`src/rtl/ysyx_pipe_pkg.sv`:
```
// Shared pipeline-boundary types: field widths, the EXU->WBU payload bundle
// and the occupancy encoding derived from the two slot valids.
package ysyx_pipe_pkg;

    localparam int DATA_WIDTH        = 32;
    localparam int RESULT_SRC_LENGTH = 3;
    localparam int WMASK_LENGTH      = 8;
    localparam int REG_ADDR_WIDTH    = 5;

    typedef struct packed {
        logic [DATA_WIDTH-1:0]        pc;
        logic [DATA_WIDTH-1:0]        alu;
        logic [DATA_WIDTH-1:0]        wdata;
        logic                         memread;
        logic                         memwrite;
        logic [RESULT_SRC_LENGTH-1:0] ropcode;
        logic [WMASK_LENGTH-1:0]      wmask;
        logic [RESULT_SRC_LENGTH-1:0] resultsrc;
        logic [DATA_WIDTH-1:0]        csrread;
        logic [REG_ADDR_WIDTH-1:0]    rd;
        logic                         regwrite;
    } exwb_bundle_t;

    typedef enum logic [1:0] {
        PIPE_EMPTY = 2'd0,
        PIPE_ONE   = 2'd1,
        PIPE_FULL  = 2'd2
    } pipe_state_t;

    // Skid is only ever filled behind a valid main slot, so its valid alone means FULL.
    function automatic pipe_state_t pipe_state(logic main_valid, logic skid_valid);
        if (skid_valid) return PIPE_FULL;
        if (main_valid) return PIPE_ONE;
        return PIPE_EMPTY;
    endfunction

endpackage

```
`src/rtl/exu_wbu_pipe_reg_if.sv`:
```
// Valid/ready channel carrying one EXU result bundle; master drives the
// payload and valid, slave returns ready.
interface exu_wbu_pipe_reg_if;
    import ysyx_pipe_pkg::*;

    logic                         valid;
    logic                         ready;
    logic [DATA_WIDTH-1:0]        pc;
    logic [DATA_WIDTH-1:0]        alu;
    logic [DATA_WIDTH-1:0]        wdata;
    logic                         memread;
    logic                         memwrite;
    logic [RESULT_SRC_LENGTH-1:0] ropcode;
    logic [WMASK_LENGTH-1:0]      wmask;
    logic [RESULT_SRC_LENGTH-1:0] resultsrc;
    logic [DATA_WIDTH-1:0]        csrread;
    logic [REG_ADDR_WIDTH-1:0]    rd;
    logic                         regwrite;

    modport master (
        output valid, pc, alu, wdata, memread, memwrite, ropcode,
               wmask, resultsrc, csrread, rd, regwrite,
        input  ready
    );

    modport slave (
        input  valid, pc, alu, wdata, memread, memwrite, ropcode,
               wmask, resultsrc, csrread, rd, regwrite,
        output ready
    );

endinterface

```
`src/rtl/pipe_skid_slot.sv`:
```
// One pipeline storage slot: a valid bit plus a payload register, with load
// and clear. Clear wins over load and leaves the stale payload in place.
module pipe_skid_slot
    import ysyx_pipe_pkg::*;
#(
    parameter type T = exwb_bundle_t
) (
    input  logic clk,
    input  logic rstn,
    input  logic load,
    input  logic clear,
    input  T     d,
    output logic valid,
    output T     q
);

    // NOTE: sequential state uses non-blocking assignments so every register samples pre-edge values.
    // NOTE: the payload is reset too, so a freshly reset boundary presents an all-zero bundle.
    always_ff @(posedge clk or negedge rstn) begin
        if (!rstn) begin
            valid <= 1'b0;
            q     <= '0;
        end else if (clear) begin
            valid <= 1'b0;
        end else if (load) begin
            valid <= 1'b1;
            q     <= d;
        end
    end

endmodule

```
`src/rtl/exu_wbu_pipe_reg.sv`:
```
// EXU -> WBU registered pipeline boundary: main + skid slots give full
// throughput with a registered in_ready, plus a saturating stall counter.
module exu_wbu_pipe_reg
    import ysyx_pipe_pkg::*;
(
    input  logic                   clk,
    input  logic                   rstn,
    input  logic                   flush,
    exu_wbu_pipe_reg_if.slave      exu,
    exu_wbu_pipe_reg_if.master     wbu,
    output logic [31:0]            stall_cnt
);

    exwb_bundle_t in_bundle, main_d, main_q, skid_q;
    logic         main_valid, skid_valid;
    logic         main_load, main_clear, skid_load, skid_clear;
    logic         acc, dep;
    pipe_state_t  state;
    logic [31:0]  stall_cnt_q;

    assign in_bundle = '{pc: exu.pc, alu: exu.alu, wdata: exu.wdata,
                         memread: exu.memread, memwrite: exu.memwrite,
                         ropcode: exu.ropcode, wmask: exu.wmask,
                         resultsrc: exu.resultsrc, csrread: exu.csrread,
                         rd: exu.rd, regwrite: exu.regwrite};

    assign exu.ready = !skid_valid;
    assign acc       = exu.valid & exu.ready;
    assign dep       = main_valid & wbu.ready;
    assign state     = pipe_state(main_valid, skid_valid);

    // NOTE: every always_comb output gets a default first so no latch is inferred.
    always_comb begin
        main_load  = 1'b0;
        main_clear = 1'b0;
        skid_load  = 1'b0;
        skid_clear = 1'b0;
        main_d     = in_bundle;
        if (flush) begin
            main_clear = 1'b1;
            skid_clear = 1'b1;
        end else begin
            unique case (state)
                PIPE_EMPTY: main_load = acc;
                PIPE_ONE: begin
                    if (acc && dep)  main_load  = 1'b1;
                    else if (acc)    skid_load  = 1'b1;
                    else if (dep)    main_clear = 1'b1;
                end
                PIPE_FULL: begin
                    // in_ready is low here, so only a departure can change anything.
                    if (dep) begin
                        main_load  = 1'b1;
                        main_d     = skid_q;
                        skid_clear = 1'b1;
                    end
                end
                default: ;
            endcase
        end
    end

    pipe_skid_slot #(.T(exwb_bundle_t)) u_main (
        .clk   (clk),
        .rstn  (rstn),
        .load  (main_load),
        .clear (main_clear),
        .d     (main_d),
        .valid (main_valid),
        .q     (main_q)
    );

    pipe_skid_slot #(.T(exwb_bundle_t)) u_skid (
        .clk   (clk),
        .rstn  (rstn),
        .load  (skid_load),
        .clear (skid_clear),
        .d     (in_bundle),
        .valid (skid_valid),
        .q     (skid_q)
    );

    assign wbu.valid     = main_valid;
    assign wbu.pc        = main_q.pc;
    assign wbu.alu       = main_q.alu;
    assign wbu.wdata     = main_q.wdata;
    assign wbu.memread   = main_q.memread;
    assign wbu.memwrite  = main_q.memwrite;
    assign wbu.ropcode   = main_q.ropcode;
    assign wbu.wmask     = main_q.wmask;
    assign wbu.resultsrc = main_q.resultsrc;
    assign wbu.csrread   = main_q.csrread;
    assign wbu.rd        = main_q.rd;
    assign wbu.regwrite  = main_q.regwrite;

    always_ff @(posedge clk or negedge rstn) begin
        if (!rstn) begin
            stall_cnt_q <= '0;
        end else if (main_valid && !wbu.ready && stall_cnt_q != 32'hFFFF_FFFF) begin
            stall_cnt_q <= stall_cnt_q + 32'd1;
        end
    end

    assign stall_cnt = stall_cnt_q;

endmodule

```
`src/flat_wrapper.sv`:
```
// flat-port wrapper written by rule: the top's interface ports become plain ports
module exu_wbu_pipe_reg_flat import ysyx_pipe_pkg::*;
  (clk, rstn, flush, stall_cnt, exu_valid, exu_pc, exu_alu, exu_wdata, exu_memread, exu_memwrite, exu_ropcode, exu_wmask, exu_resultsrc, exu_csrread, exu_rd, exu_regwrite, exu_ready, wbu_valid, wbu_pc, wbu_alu, wbu_wdata, wbu_memread, wbu_memwrite, wbu_ropcode, wbu_wmask, wbu_resultsrc, wbu_csrread, wbu_rd, wbu_regwrite, wbu_ready);
  exu_wbu_pipe_reg_if exu_i ();
  exu_wbu_pipe_reg_if wbu_i ();
  input  logic clk;
  input  logic rstn;
  input  logic flush;
  output logic [31:0] stall_cnt;
  input wire logic [$bits(exu_i.valid)-1:0] exu_valid;
  input wire logic [$bits(exu_i.pc)-1:0] exu_pc;
  input wire logic [$bits(exu_i.alu)-1:0] exu_alu;
  input wire logic [$bits(exu_i.wdata)-1:0] exu_wdata;
  input wire logic [$bits(exu_i.memread)-1:0] exu_memread;
  input wire logic [$bits(exu_i.memwrite)-1:0] exu_memwrite;
  input wire logic [$bits(exu_i.ropcode)-1:0] exu_ropcode;
  input wire logic [$bits(exu_i.wmask)-1:0] exu_wmask;
  input wire logic [$bits(exu_i.resultsrc)-1:0] exu_resultsrc;
  input wire logic [$bits(exu_i.csrread)-1:0] exu_csrread;
  input wire logic [$bits(exu_i.rd)-1:0] exu_rd;
  input wire logic [$bits(exu_i.regwrite)-1:0] exu_regwrite;
  output wire logic [$bits(exu_i.ready)-1:0] exu_ready;
  output wire logic [$bits(wbu_i.valid)-1:0] wbu_valid;
  output wire logic [$bits(wbu_i.pc)-1:0] wbu_pc;
  output wire logic [$bits(wbu_i.alu)-1:0] wbu_alu;
  output wire logic [$bits(wbu_i.wdata)-1:0] wbu_wdata;
  output wire logic [$bits(wbu_i.memread)-1:0] wbu_memread;
  output wire logic [$bits(wbu_i.memwrite)-1:0] wbu_memwrite;
  output wire logic [$bits(wbu_i.ropcode)-1:0] wbu_ropcode;
  output wire logic [$bits(wbu_i.wmask)-1:0] wbu_wmask;
  output wire logic [$bits(wbu_i.resultsrc)-1:0] wbu_resultsrc;
  output wire logic [$bits(wbu_i.csrread)-1:0] wbu_csrread;
  output wire logic [$bits(wbu_i.rd)-1:0] wbu_rd;
  output wire logic [$bits(wbu_i.regwrite)-1:0] wbu_regwrite;
  input wire logic [$bits(wbu_i.ready)-1:0] wbu_ready;
  assign exu_i.valid = exu_valid;
  assign exu_i.pc = exu_pc;
  assign exu_i.alu = exu_alu;
  assign exu_i.wdata = exu_wdata;
  assign exu_i.memread = exu_memread;
  assign exu_i.memwrite = exu_memwrite;
  assign exu_i.ropcode = exu_ropcode;
  assign exu_i.wmask = exu_wmask;
  assign exu_i.resultsrc = exu_resultsrc;
  assign exu_i.csrread = exu_csrread;
  assign exu_i.rd = exu_rd;
  assign exu_i.regwrite = exu_regwrite;
  assign exu_ready = exu_i.ready;
  assign wbu_valid = wbu_i.valid;
  assign wbu_pc = wbu_i.pc;
  assign wbu_alu = wbu_i.alu;
  assign wbu_wdata = wbu_i.wdata;
  assign wbu_memread = wbu_i.memread;
  assign wbu_memwrite = wbu_i.memwrite;
  assign wbu_ropcode = wbu_i.ropcode;
  assign wbu_wmask = wbu_i.wmask;
  assign wbu_resultsrc = wbu_i.resultsrc;
  assign wbu_csrread = wbu_i.csrread;
  assign wbu_rd = wbu_i.rd;
  assign wbu_regwrite = wbu_i.regwrite;
  assign wbu_i.ready = wbu_ready;
  exu_wbu_pipe_reg u_core (.clk(clk), .rstn(rstn), .flush(flush), .exu(exu_i), .wbu(wbu_i), .stall_cnt(stall_cnt));
endmodule
```
`config.mk`:
```
export PLATFORM = sky130hd
export DESIGN_NAME = exu_wbu_pipe_reg_flat
export DESIGN_NICKNAME = d
export VERILOG_FILES = /design/src/rtl/ysyx_pipe_pkg.sv /design/src/rtl/exu_wbu_pipe_reg_if.sv /design/src/rtl/pipe_skid_slot.sv /design/src/rtl/exu_wbu_pipe_reg.sv /design/src/flat_wrapper.sv
export SDC_FILE = /design/constraint.sdc
export NUM_CORES = 1
export LEC_CHECK = 0
export BUFFER_PORTS_ARGS = -buffer_cell sky130_fd_sc_hd__buf_4
export CAP_MARGIN = 15
export CORE_MARGIN = 2
export CORE_UTILIZATION = 28
export DETAILED_ROUTE_END_ITERATION = 7
export MAX_ROUTING_LAYER = met4
export PLACE_DENSITY_LB_ADDON = 0.08
export SYNTH_ARGS = -nofsm -noshare
export SYNTH_HDL_FRONTEND = slang
export SYNTH_SLANG_ARGS = --single-unit
```
`constraint.sdc`:
```
create_clock -name clk -period 3 [get_ports clk]
set_clock_uncertainty 0.2 [all_clocks]
set_input_delay 0.6 -clock clk [delete_from_list [all_inputs] [get_ports clk]]
set_output_delay 0.6 -clock clk [all_outputs]
set_load 0.005 [all_outputs]
```
### After elaboration in Yosys (flattened, before gate mapping)

Cells that the tools add are included.

* bits in registers: 334
* bits in latches: 0
* memory bits (writable): 0
* ROM bits: 0
* input port bits: 155
* output and inout bits: 184
* logic and storage cells: 71
* memories kept: 0

* add/sub/neg operators: 1
* multipliers: 0
* divide/modulo/power cells: 0
* order comparisons: 0
* equal/unequal tests: 3
* shifts and indexed selects: 0
* muxes and demuxes: 28
* bitwise gates (word level): 4
* reduce and logical (&&, ||, !) cells: 10

Operator list (count)
* 2-to-1 mux 150 bit: 3
* adder 32 x 1 -> 32 bit (second input constant): 1
* inequality test 32 bit (second input constant): 1
* 2-to-1 mux 1 bit: 20
* 2-to-1 mux 2 bit: 4
* AND reduction 2 bit: 2
* nonzero test 2 bit: 2
* logical AND 1 bit: 3
* one-hot mux 1 bit (3 select lines): 1
* AND 1 bit: 2
* equality test 2 x 1 -> 1 bit (second input constant): 1
* equality test 2 bit (second input constant): 1
* zero test 1 bit: 2
* zero test 2 bit: 1
* inverter 1 bit: 2

### Depth between registers and ports, before layout

Gate-level depths: netlist (run 1).

* word-level depth: 9
* mapped depth: 7
* mapped depth without buffers: 6

### By module

From an unflattened synthesis (run 1), not the netlist that was laid out.

* cell total of the unflattened synthesis: 965
* area, all modules: 15593.7 um^2

Modules (own cells, without submodules)
* pipe_skid_slot: instances 2, cells an instance 321, area an instance 6063.3 um^2, sequential area each 3778.6 um^2
* exu_wbu_pipe_reg: instances 1, cells an instance 323, area an instance 3467.1 um^2, sequential area each 800.8 um^2

### Least setup slack after synthesis (run 1)

OpenSTA, ideal clock, no wires.

* kind: input port to flip-flop
* from: input port wbu_ready
* to: register u_core.u_skid.q[10] in the netlist's numbering
* library setup time: 0.125 ns
* arrival: 1.725 ns
* required time: 2.675 ns
* path slack: 0.950 ns
* stages on the path: 6
* path buffers: 2
* path through: inv_1 > nand2_1 > nor3_2 > buf_4 > buf_4 > mux2_2

* word-level cells in the longest chain between the ends: 6
* elaborated cells between the ends (all ways): 10
* those cells by class: 6 x mux; 2 x bitwise; 2 x reduce/logical

RTL lines
* start, declared: RTL line flat_wrapper.sv:35 `input wire logic [$bits(wbu_i.ready)-1:0] wbu_ready;`
* AND 1 bit (*): RTL line exu_wbu_pipe_reg.sv:29 `assign dep = main_valid & wbu.ready;`
* logical AND 1 bit / 2-to-1 mux 1 bit (equally long branches): RTL line exu_wbu_pipe_reg.sv:46, exu_wbu_pipe_reg.sv:52
* 2-to-1 mux 1 bit, on equally long branches: RTL line exu_wbu_pipe_reg.sv:46, exu_wbu_pipe_reg.sv:43
* 2-to-1 mux 1 bit, on equally long branches: RTL line exu_wbu_pipe_reg.sv:43, exu_wbu_pipe_reg.sv:39
* 2-to-1 mux 1 bit / inverter 1 bit (equally long branches)
* AND reduction 2 bit (no line) (*)
* end signal, assigned: RTL line pipe_skid_slot.sv:22 `q <= '0;`
* end signal, assigned: RTL line pipe_skid_slot.sv:27 `q <= d;`
* end, declared: RTL line pipe_skid_slot.sv:14 `output T q`

Every way passes the cells marked *; elsewhere a longest branch is shown, timed or not.
A chain may end at the register's enable or synchronous reset.

### Final worst setup path (run 1)

* from: register u_core.u_main.valid
* to: register u_core.u_skid.q[106] in the netlist's numbering

* word-level cells in the longest chain between the ends: 9
* elaborated cells between the ends (all ways): 17
* those cells by class: 2 x eq/ne; 11 x mux; 2 x bitwise; 2 x reduce/logical

RTL lines
* start, declared: RTL line pipe_skid_slot.sv:13 `output logic valid,`
* start signal, assigned: RTL line pipe_skid_slot.sv:21 `valid <= 1'b0;`
* start signal, assigned: RTL line pipe_skid_slot.sv:24 `valid <= 1'b0;`
* start signal, assigned: RTL line pipe_skid_slot.sv:26 `valid <= 1'b1;`
* 2-to-1 mux 1 bit (2 in series): RTL line ysyx_pipe_pkg.sv:33 `if (main_valid) return PIPE_ONE;`
* 2-to-1 mux 2 bit: RTL line ysyx_pipe_pkg.sv:34 `return PIPE_EMPTY;`
* 2-to-1 mux 2 bit: RTL line ysyx_pipe_pkg.sv:33
* equality test 2 bit: RTL line exu_wbu_pipe_reg.sv:43 `unique case (state)`
* 2-to-1 mux 1 bit: RTL line exu_wbu_pipe_reg.sv:43
* 2-to-1 mux 1 bit: RTL line exu_wbu_pipe_reg.sv:39 `if (flush) begin`
* inverter 1 bit (no line)
* AND reduction 2 bit (no line) (*)

Every way passes the cells marked *; elsewhere a longest branch is shown, timed or not. The select of a mux whose other input is x is not followed.

==> reports/metrics.cfg, run 1 <==
[synthesis]
yosys_warnings=0
syn_inst=1128
avgSynthCellArea_um2=12.49
syn_area_um2=14090
synth-seq-cells=334
ys_types=34
syn_nets=1284
ys_seq_area_share_pct=59.33

[grt]
grt_pass1_vias=9933
grt_pass1_wl_mm=58.91
grt_max_degree=127
antenna_found_initial=2
gr-total-overflow=0
track_usage_pct=14.71

[sta]
slew-limit-headroom_pct=55.34
rsz0062_at_grt=false
clock.fmax_ghz=0.4389
worstMarginPinSlew_ps=669.9
finalCritPeriodShare_pct=75.94
finalSetupViolCount=0
period_needed_ps=2278
tns_ps=0
slew_violations=0
finalHoldViolations=0
hold_ws_ps=64.16
fin_ws_ps=721.7

[cells_and_area]
layout-drive-gt1-share_pct=38.91
fin_util_pct=37.87
final_net_count=1630
stdcell_count=2175
fillers=4965
area_delta_synth_final_pct=34.05

[hold_path]
hp-class=in -> reg
hold_start=wbu_ready
whs_path_depth=2

[setup_path]
regToRegSetupSlack_ps=720
cp_max_fo=32
r2r-end=u_core.u_skid.q[106]
worst_ep_arrival_time_ps=2500
required_ps=3220
setup.worst_path.end_class=flip-flop
crit_type=reg -> reg
r2r_cells=5
crit_path_end=u_core.u_skid.q[106]
r2r_start=u_core.u_main.valid
cp-startpoint=u_core.u_main.valid
start_kind=flip-flop

[place]
place_ws_ps=444.7
io_buffers=338
place_inst=2102
place.gp.congestion=0.7606
hpwl_mm=25.30

[detailed_routing]
postRouteAntennaNets=0
initialDrtViolationCount=435
viasPerCell=4.468
via_count=9717
wl_mm=37.42
wl_per_cell_um=17.21
dr.pass1.iters=4
drc_errors=0

[floorplan]
die_width_um=228.3
core-area_um2=49860
start_util_pct=28.25
chipHeight_um=228.3
die-area_um2=52120
fp-row-count=82
io_pins=339

[clock_network]
cts_root_buf=clkbuf_16
clock_path_buffers=3
cts_buffers=41
cts_tree=yes
postCtsResizedCells=0
postCtsSetupBuffers=0
numClockSinks=334
htree_num_levels=2
cts.clk_slew.worst_paths_ps=60
cts_hold_buf=1
clk_latency_ps=540

[flow_run]
drv_cap=0

[outcome]
status=complete, no violations

[power]
power_density_nw_per_um2=695.2
p_leak_nw=9.346
ir_drop_uv=360.2

metal layers:
layer  global-route usage, %  wire (µm)  vias up
li1                        -          -     4648
met3                   4.316       2400       59
met4                   4.310        813        0
met1                   18.78      16740     4799
met5                       -          0        -
met2                   22.65      17470      211
cell type report:
class	instances	area, µm²	share of cell area (%)
repair buffers	374	3005	15.91
well taps	672	840.8	4.452
multi-input cells	720	5349	28.32
inverters	3	11.26	0.05963
clock buffers	66	1270	6.725
clock inverters	4	45.04	0.2385
flip-flops and latches	334	8358	44.26
diodes	2	5.005	0.02650
flip-flops by register name (all words and copies together), names as in the netlist:
register             count
u_core.u_main.q        150
u_core.u_skid.q        150
u_core.stall_cnt        32
u_core.u_main.valid      1
u_core.u_skid.valid      1
placed cells by master (no fill, tap or decap), drive strengths merged, types with 9 or more instances in the layout:
cell type  count
nand2         19
xnor2         19
xor2          10
dfrtp        334
mux2i        151
buf          373
a21oi        153
nor2         154
mux2         151
nand4         16
nand3         11
clkbuf        66
nor3           9
through the flow:
stage	cell area [µm²]	power [W]
2_1_floorplan	14090	0.007086
3_3_place_gp	17550	0.008357
3_5_place_dp	17550	0.008417
4_1_cts	18880	0.01340
5_1_grt	18880	0.01392
6_report	18880	0.01313
where the power goes:
part | internal [W] | leakage [nW] | total, W | switching, W
Combinational | 0.00135 | 4.75 | 0.00226 | 0.000911
Clock | 0.00295 | 0.651 | 0.00485 | 0.00189
Sequential | 0.00548 | 3.94 | 0.00602 | 0.000540
Total | 0.00979 | 9.35 | 0.0131 | 0.00334
worst min path at each step:
stage,slack (ps),end
after floorplan,100,u_core.stall_cnt[0]
final,60,u_core.u_skid.valid
after CTS,10,u_core.u_skid.valid
after detailed placement,270,u_core.u_skid.q[57]
after global placement,270,u_core.u_skid.q[57]
after global routing,50,u_core.u_skid.valid
synth_stat cells (all sizes together):
library cell	number	area [µm²]
a21oi	153	765.7
xnor2	19	166.4
dfrtp	334	8358
clkbuf	7	26.28
nor2b	1	6.260
nand2	19	71.32
a41oi	1	8.760
nand4	16	106.4
nand4b	1	8.760
and3	5	31.28
mux2	151	1700
nand3	11	55.05
a211oi	2	20.02
o21ai	1	5.000
nor4	5	46.29
mux2i	151	1511
and4	4	35.03
ha	1	12.51
nor2	154	578.1
a31oi	3	40.04
inv	3	11.26
and2	3	18.77
xor2	10	87.58
nor3	9	60.06
buf	64	356.6
critical path, stage by stage, from the launching register on:
cell and delay (ps):
dfrtp_1 470, nand2_1 220, nor3_4 330, buf_12 270
buf_4 260, mux2_2 350
cells by family (layout without fill, tap and decap cells):
family	count (synthesis)	after routing	share of synthesized area (%)
xor gates and xnor gates	29	29	1.803
muxes	302	302	22.80
other	0	2	0
AOI/OAI and AO/OA	160	160	5.960
adders and majority gates	1	1	0.08880
and+or+nand+nor	228	228	7.221
DFF	334	334	59.33
buffers and inverters	74	447	2.798
Note: power is estimated with default switching activity, not from simulation.
==> run 2: changes to the inputs <==
==> constraint.sdc (replaced) <==
create_clock -name clk -period 2 [get_ports clk]
set_clock_uncertainty 0.2 [all_clocks]
set_input_delay 0.4 -clock clk [delete_from_list [all_inputs] [get_ports clk]]
set_output_delay 0.4 -clock clk [all_outputs]
set_load 0.005 [all_outputs]
==> run 2 against run 1 <==
Clock-buffer cell count fell by 10; cell count rose by 12%; via count rose by 12%; global-route usage rose by 0.89 points; sequential share of layout area fell by 6.3 points; sequential cell count did not move; combinational power rose by 79%.
==> reports/metrics.cfg, run 2 (synthesized netlist as in run 1, its figures left out) <==
[grt]
antenna_found_initial=0
gr-total-overflow=0
track_usage_pct=15.59
grt_pass1_wl_mm=62.85
grt_pass1_vias=11200
grt_max_degree=55

[floorplan]
fp-row-count=82
core-area_um2=49860
chipHeight_um=228.3
die-area_um2=52120
start_util_pct=28.25
die_width_um=228.3
io_pins=339

[setup_path]
worst_path_max_delay_cell=dfrtp_2
worst_ep_arrival_time_ps=2210
crit_top_cell=buf_4
cp_top_family=buffers and inverters
setup.worst_path.end_class=flip-flop
crit_type=reg -> reg
required_ps=2230
slowest_delay_ps=390
cp_max_fo=25
critPathBufInv=3
worstPathCellList=buf_4 > nand2_1 > nor3_4 > buf_4 > buf_12 > mux2_2
start_kind=flip-flop

[sta]
fin_ws_ps=24.06
clock.fmax_ghz=0.5061
finalHoldViolations=0
rsz0062_at_grt=true
worstMarginPinSlew_ps=334.8
finalSetupViolCount=0
period_needed_ps=1976
finalCritPeriodShare_pct=98.80
slew-limit-headroom_pct=77.48
tns_ps=0
slew_violations=0

[detailed_routing]
initialDrtViolationCount=575
viasPerCell=4.446
wl_per_cell_um=17.50
drc_errors=0
via_count=10850
wl_mm=42.71
postRouteAntennaNets=0
dr.pass1.iters=4

[hold_path]
hp-class=in -> async

[clock_network]
cts_buffers=41
clock_path_buffers=3
clk_latency_ps=550
cts_root_buf=clkbuf_16
htree_num_levels=2
numClockSinks=334
cts_tree=yes
cts.clk_slew.worst_paths_ps=60

[outcome]
status=complete, no violations

[power]
power_density_nw_per_um2=961.5
p_leak_nw=10.83
ir_drop_uv=649.5

[cells_and_area]
multiInputGateArea_um2=5393
area_delta_synth_final_pct=56.26
final_net_count=1892
ff_latch_area_um2=8359
layout-drive-gt1-share_pct=40.36
fin_util_pct=44.15
final_cell_mix=buf_4 (425), dfrtp_1 (333), nor2_1 (154), dlygate4sd3_1 (154), a21oi_1 (152)
stdcell_count=2441
layout_commonest_cell=buf_4
num_antenna_cells=0
fillers=4768

[place]
io_buffers=338
hpwl_mm=27.77
place_inst=2182
place.gp.congestion=0.7511
place_ws_ps=-77.08

[flow_run]
drv_cap=0

-- run 2: what timing repair did --
item | CTS | global route
gates resized for setup | 0 | 33
hold buffers | 154 | 0
setup buffers | 0 | 10
endpoints found under the setup margin | 83 | 201
gates cloned | 0 | 19
pin swaps | 0 | 7
endpoints found under the hold margin | 483 | 0
-- run 2: through the flow --
step           area, µm²  hold WS [ps]  total power, W
6_report           22010         119.9         0.02116
5_1_grt            22010         135.9         0.02233
3_3_place_gp       18330         115.9         0.01271
3_5_place_dp       18330         113.5         0.01280
2_1_floorplan      14090        -95.59         0.01063
4_1_cts            21360         97.78         0.02131
-- run 2: layout make-up --
cell class,instances,area share [%]
repair buffers,636,26.91
flip-flops and latches,334,37.98
inverters,3,0.05116
well taps,672,3.820
clock inverters,20,1.222
clock buffers,56,5.519
multi-input cells,720,24.50
-- run 2: path summary, 6_finish.rpt --
check / slack (ps) / endpoint / cells past startpoint / from
setup / recovery: 20 / u_core.u_skid.q[76] / 6 / u_core.u_main.valid
hold / removal: 120 / u_core.stall_cnt[6] / 2 / rstn
setup reg to reg: 20 / u_core.u_skid.q[76] / 6 / u_core.u_main.valid
min in group clk: 210 / u_core.stall_cnt[25] / 6 / wbu_ready
hold reg to reg: 280 / u_core.u_skid.q[57] / 1 / u_core.u_skid.q[57]
max in group asynchronous: 760 / u_core.u_main.q[74] / 4 / rstn
-- run 2: routing by layer --
metal  GRT usage (%)  up-vias  share of wire, %
li1                -     5193                 -
met1           19.98     5343                45
met2           24.69      242                47
met3           2.969       74               4.8
met4           5.576        0               2.8
met5               -        -                 0
-- run 2: power breakdown --
part	internal, W	switching (W)	total, W	leakage [nW]
logic	0.00248	0.00157	0.00405	6.16
registers	0.00823	0.000816	0.00904	3.94
clock network	0.00504	0.00303	0.00807	0.734
==> run 3: changes to the inputs <==
==> constraint.sdc (replaced) <==
create_clock -name clk -period 2.25 [get_ports clk]
set_clock_uncertainty 0.2 [all_clocks]
set_input_delay 0.1125 -clock clk [delete_from_list [all_inputs] [get_ports clk]]
set_output_delay 0.1125 -clock clk [all_outputs]
set_load 0.005 [all_outputs]
==> run 3 against run 2 <==
Sequential power fell by 11%; die area did not move; critical path depth did not move; highest routed layer unchanged; wire length fell by 8.1%; sequential share of layout area rose by 2.6 points; fmax fell by 4.5%; first-iteration DRC count fell by 37%; final area fell by 6.5%; largest power group unchanged; total power fell by 18%; hold slack got worse by 49 ps.
==> reports/metrics.cfg, run 3 (synthesized netlist as in run 1, its figures left out) <==
[sta]
tns_ps=0
finalHoldViolations=0
clock.fmax_ghz=0.4835
hold_ws_ps=70.67
worstMarginPinSlew_ps=490.5
period_needed_ps=2068
finalCritPeriodShare_pct=91.92
slew_violations=0
slew-limit-headroom_pct=67.30
fin_ws_ps=181.7
finalSetupViolCount=0
rsz0062_at_grt=false

[flow_run]
drv_cap=0

[cells_and_area]
layout-drive-gt1-share_pct=35.77
layout_commonest_cell=buf_4
final_cell_mix=buf_4 (377), dfrtp_1 (334), dlygate4sd3_1 (155)
area_delta_synth_final_pct=46.11
final_net_count=1809
fin_util_pct=41.28

[grt]
grt_pass1_wl_mm=62.45
grt_pass1_vias=10900
track_usage_pct=15.54
gr-total-overflow=0
antenna_found_initial=4
grt_max_degree=59

[detailed_routing]
drc_errors=0
wl_mm=39.26
via_count=10360
dr.pass1.iters=4
viasPerCell=4.395
wl_per_cell_um=16.66
postRouteAntennaNets=0
initialDrtViolationCount=363

[floorplan]
die_width_um=228.3
chipHeight_um=228.3
core-area_um2=49860
die-area_um2=52120
start_util_pct=28.25
fp-row-count=82
io_pins=339

[setup_path]
cp_max_fo=5
setup.worst_path.end_class=flip-flop
regToRegSetupSlack_ps=180
crit_type=reg -> reg
start_kind=flip-flop
worst_ep_arrival_time_ps=2330
required_ps=2510

[power]
sequentialPowerShare_pct=46.3
p_leak_nw=10.08
p_sw_share_pct=25.86
fin_total_pwr_w=0.01738
power.switching_w=0.004495
ir_drop_uv=476.2
clkPwrFrac_pct=34.6
pwr-share-comb_pct=19.1
p_int_w=0.01289
power_density_nw_per_um2=844.5

[place]
place_ws_ps=223.3
hpwl_mm=26.33
io_buffers=338
place.gp.congestion=0.7679

[clock_network]
clock_path_buffers=3
postCtsSetupBuffers=0
cts_root_buf=clkbuf_16
htree_num_levels=2
cts.clk_slew.worst_paths_ps=50
cts_buffers=40
cts_tree=yes
postCtsResizedCells=0
numClockSinks=334
clk_latency_ps=540

[outcome]
status=complete, no violations

[hold_path]
hp-class=in -> async

run 3: changes by cell type in the layout (fill, tap and decap cells not counted), sizes merged:
cell and change:
inv -2, bufinv -6, clkinv -6, buf -67, dlygate4sd3 +1, clkbuf -7
diode +4, clkinvlp -2
run 3: worst max-delay path, cell delays in order, from the launching register on:
cell,delay (ps)
dfrtp_1,430
nand4_1,240
buf_4,220
nor3_1,210
nand4_1,180
nor4_1,330
xor2_1,180
run 3: area by class of cell:
cell class / instances / area (µm²)
repair buffers: 554 / 4817
inverters: 3 / 11.26
well taps: 672 / 840.8
multi-input cells: 720 / 5349
fillers: 4885 / 29280
clock inverters: 4 / 20.02
flip-flops and latches: 334 / 8358
clock buffers: 65 / 1176
diodes: 4 / 10.01
run 3: metrics by stage:
step                cell area (µm²)  std cells
global placement              17800       2127
detailed placement            17800       2127
CTS                           20570       2352
finish                        20580       2356
floorplan                     14090       1128
global route                  20580       2356
run 3: worst paths after layout:
kind                                       from                    to  depth (start not counted)
min in group clk                      exu_valid  u_core.u_main.q[127]                          5
min                                        rstn  u_core.stall_cnt[10]                          3
max in group asynchronous                  rstn   u_core.u_main.q[38]                          4
max reg2reg                u_core.stall_cnt[17]  u_core.stall_cnt[30]                          6
min reg2reg                 u_core.u_skid.q[57]   u_core.u_skid.q[57]                          1
max                        u_core.stall_cnt[17]  u_core.stall_cnt[30]                          6
run 3: what timing repair did:
action,in CTS,in global routing
endpoints found under the setup margin,0,0
hold endpoints to repair,623,0
hold buffers,156,0
run 3: routing by layer:
layer  up-vias  GRT usage [%]  routed length (µm)
met4         0          4.636                 921
met3        56          3.056                1831
met5         -              -                   0
li1       5000              -                   -
met2       219          24.79               18770
met1      5080          20.04               17740
run 3: power groups by stage:
stage	clock network (W)	registers, W	logic (W)
after floorplan	0	0.00803	0.00142
after global placement	0	0.00814	0.00309
after detailed placement	0	0.00815	0.00315
after CTS	0.00627	0.00806	0.00339
after global routing	0.00653	0.00823	0.00368
final	0.00602	0.00805	0.00332
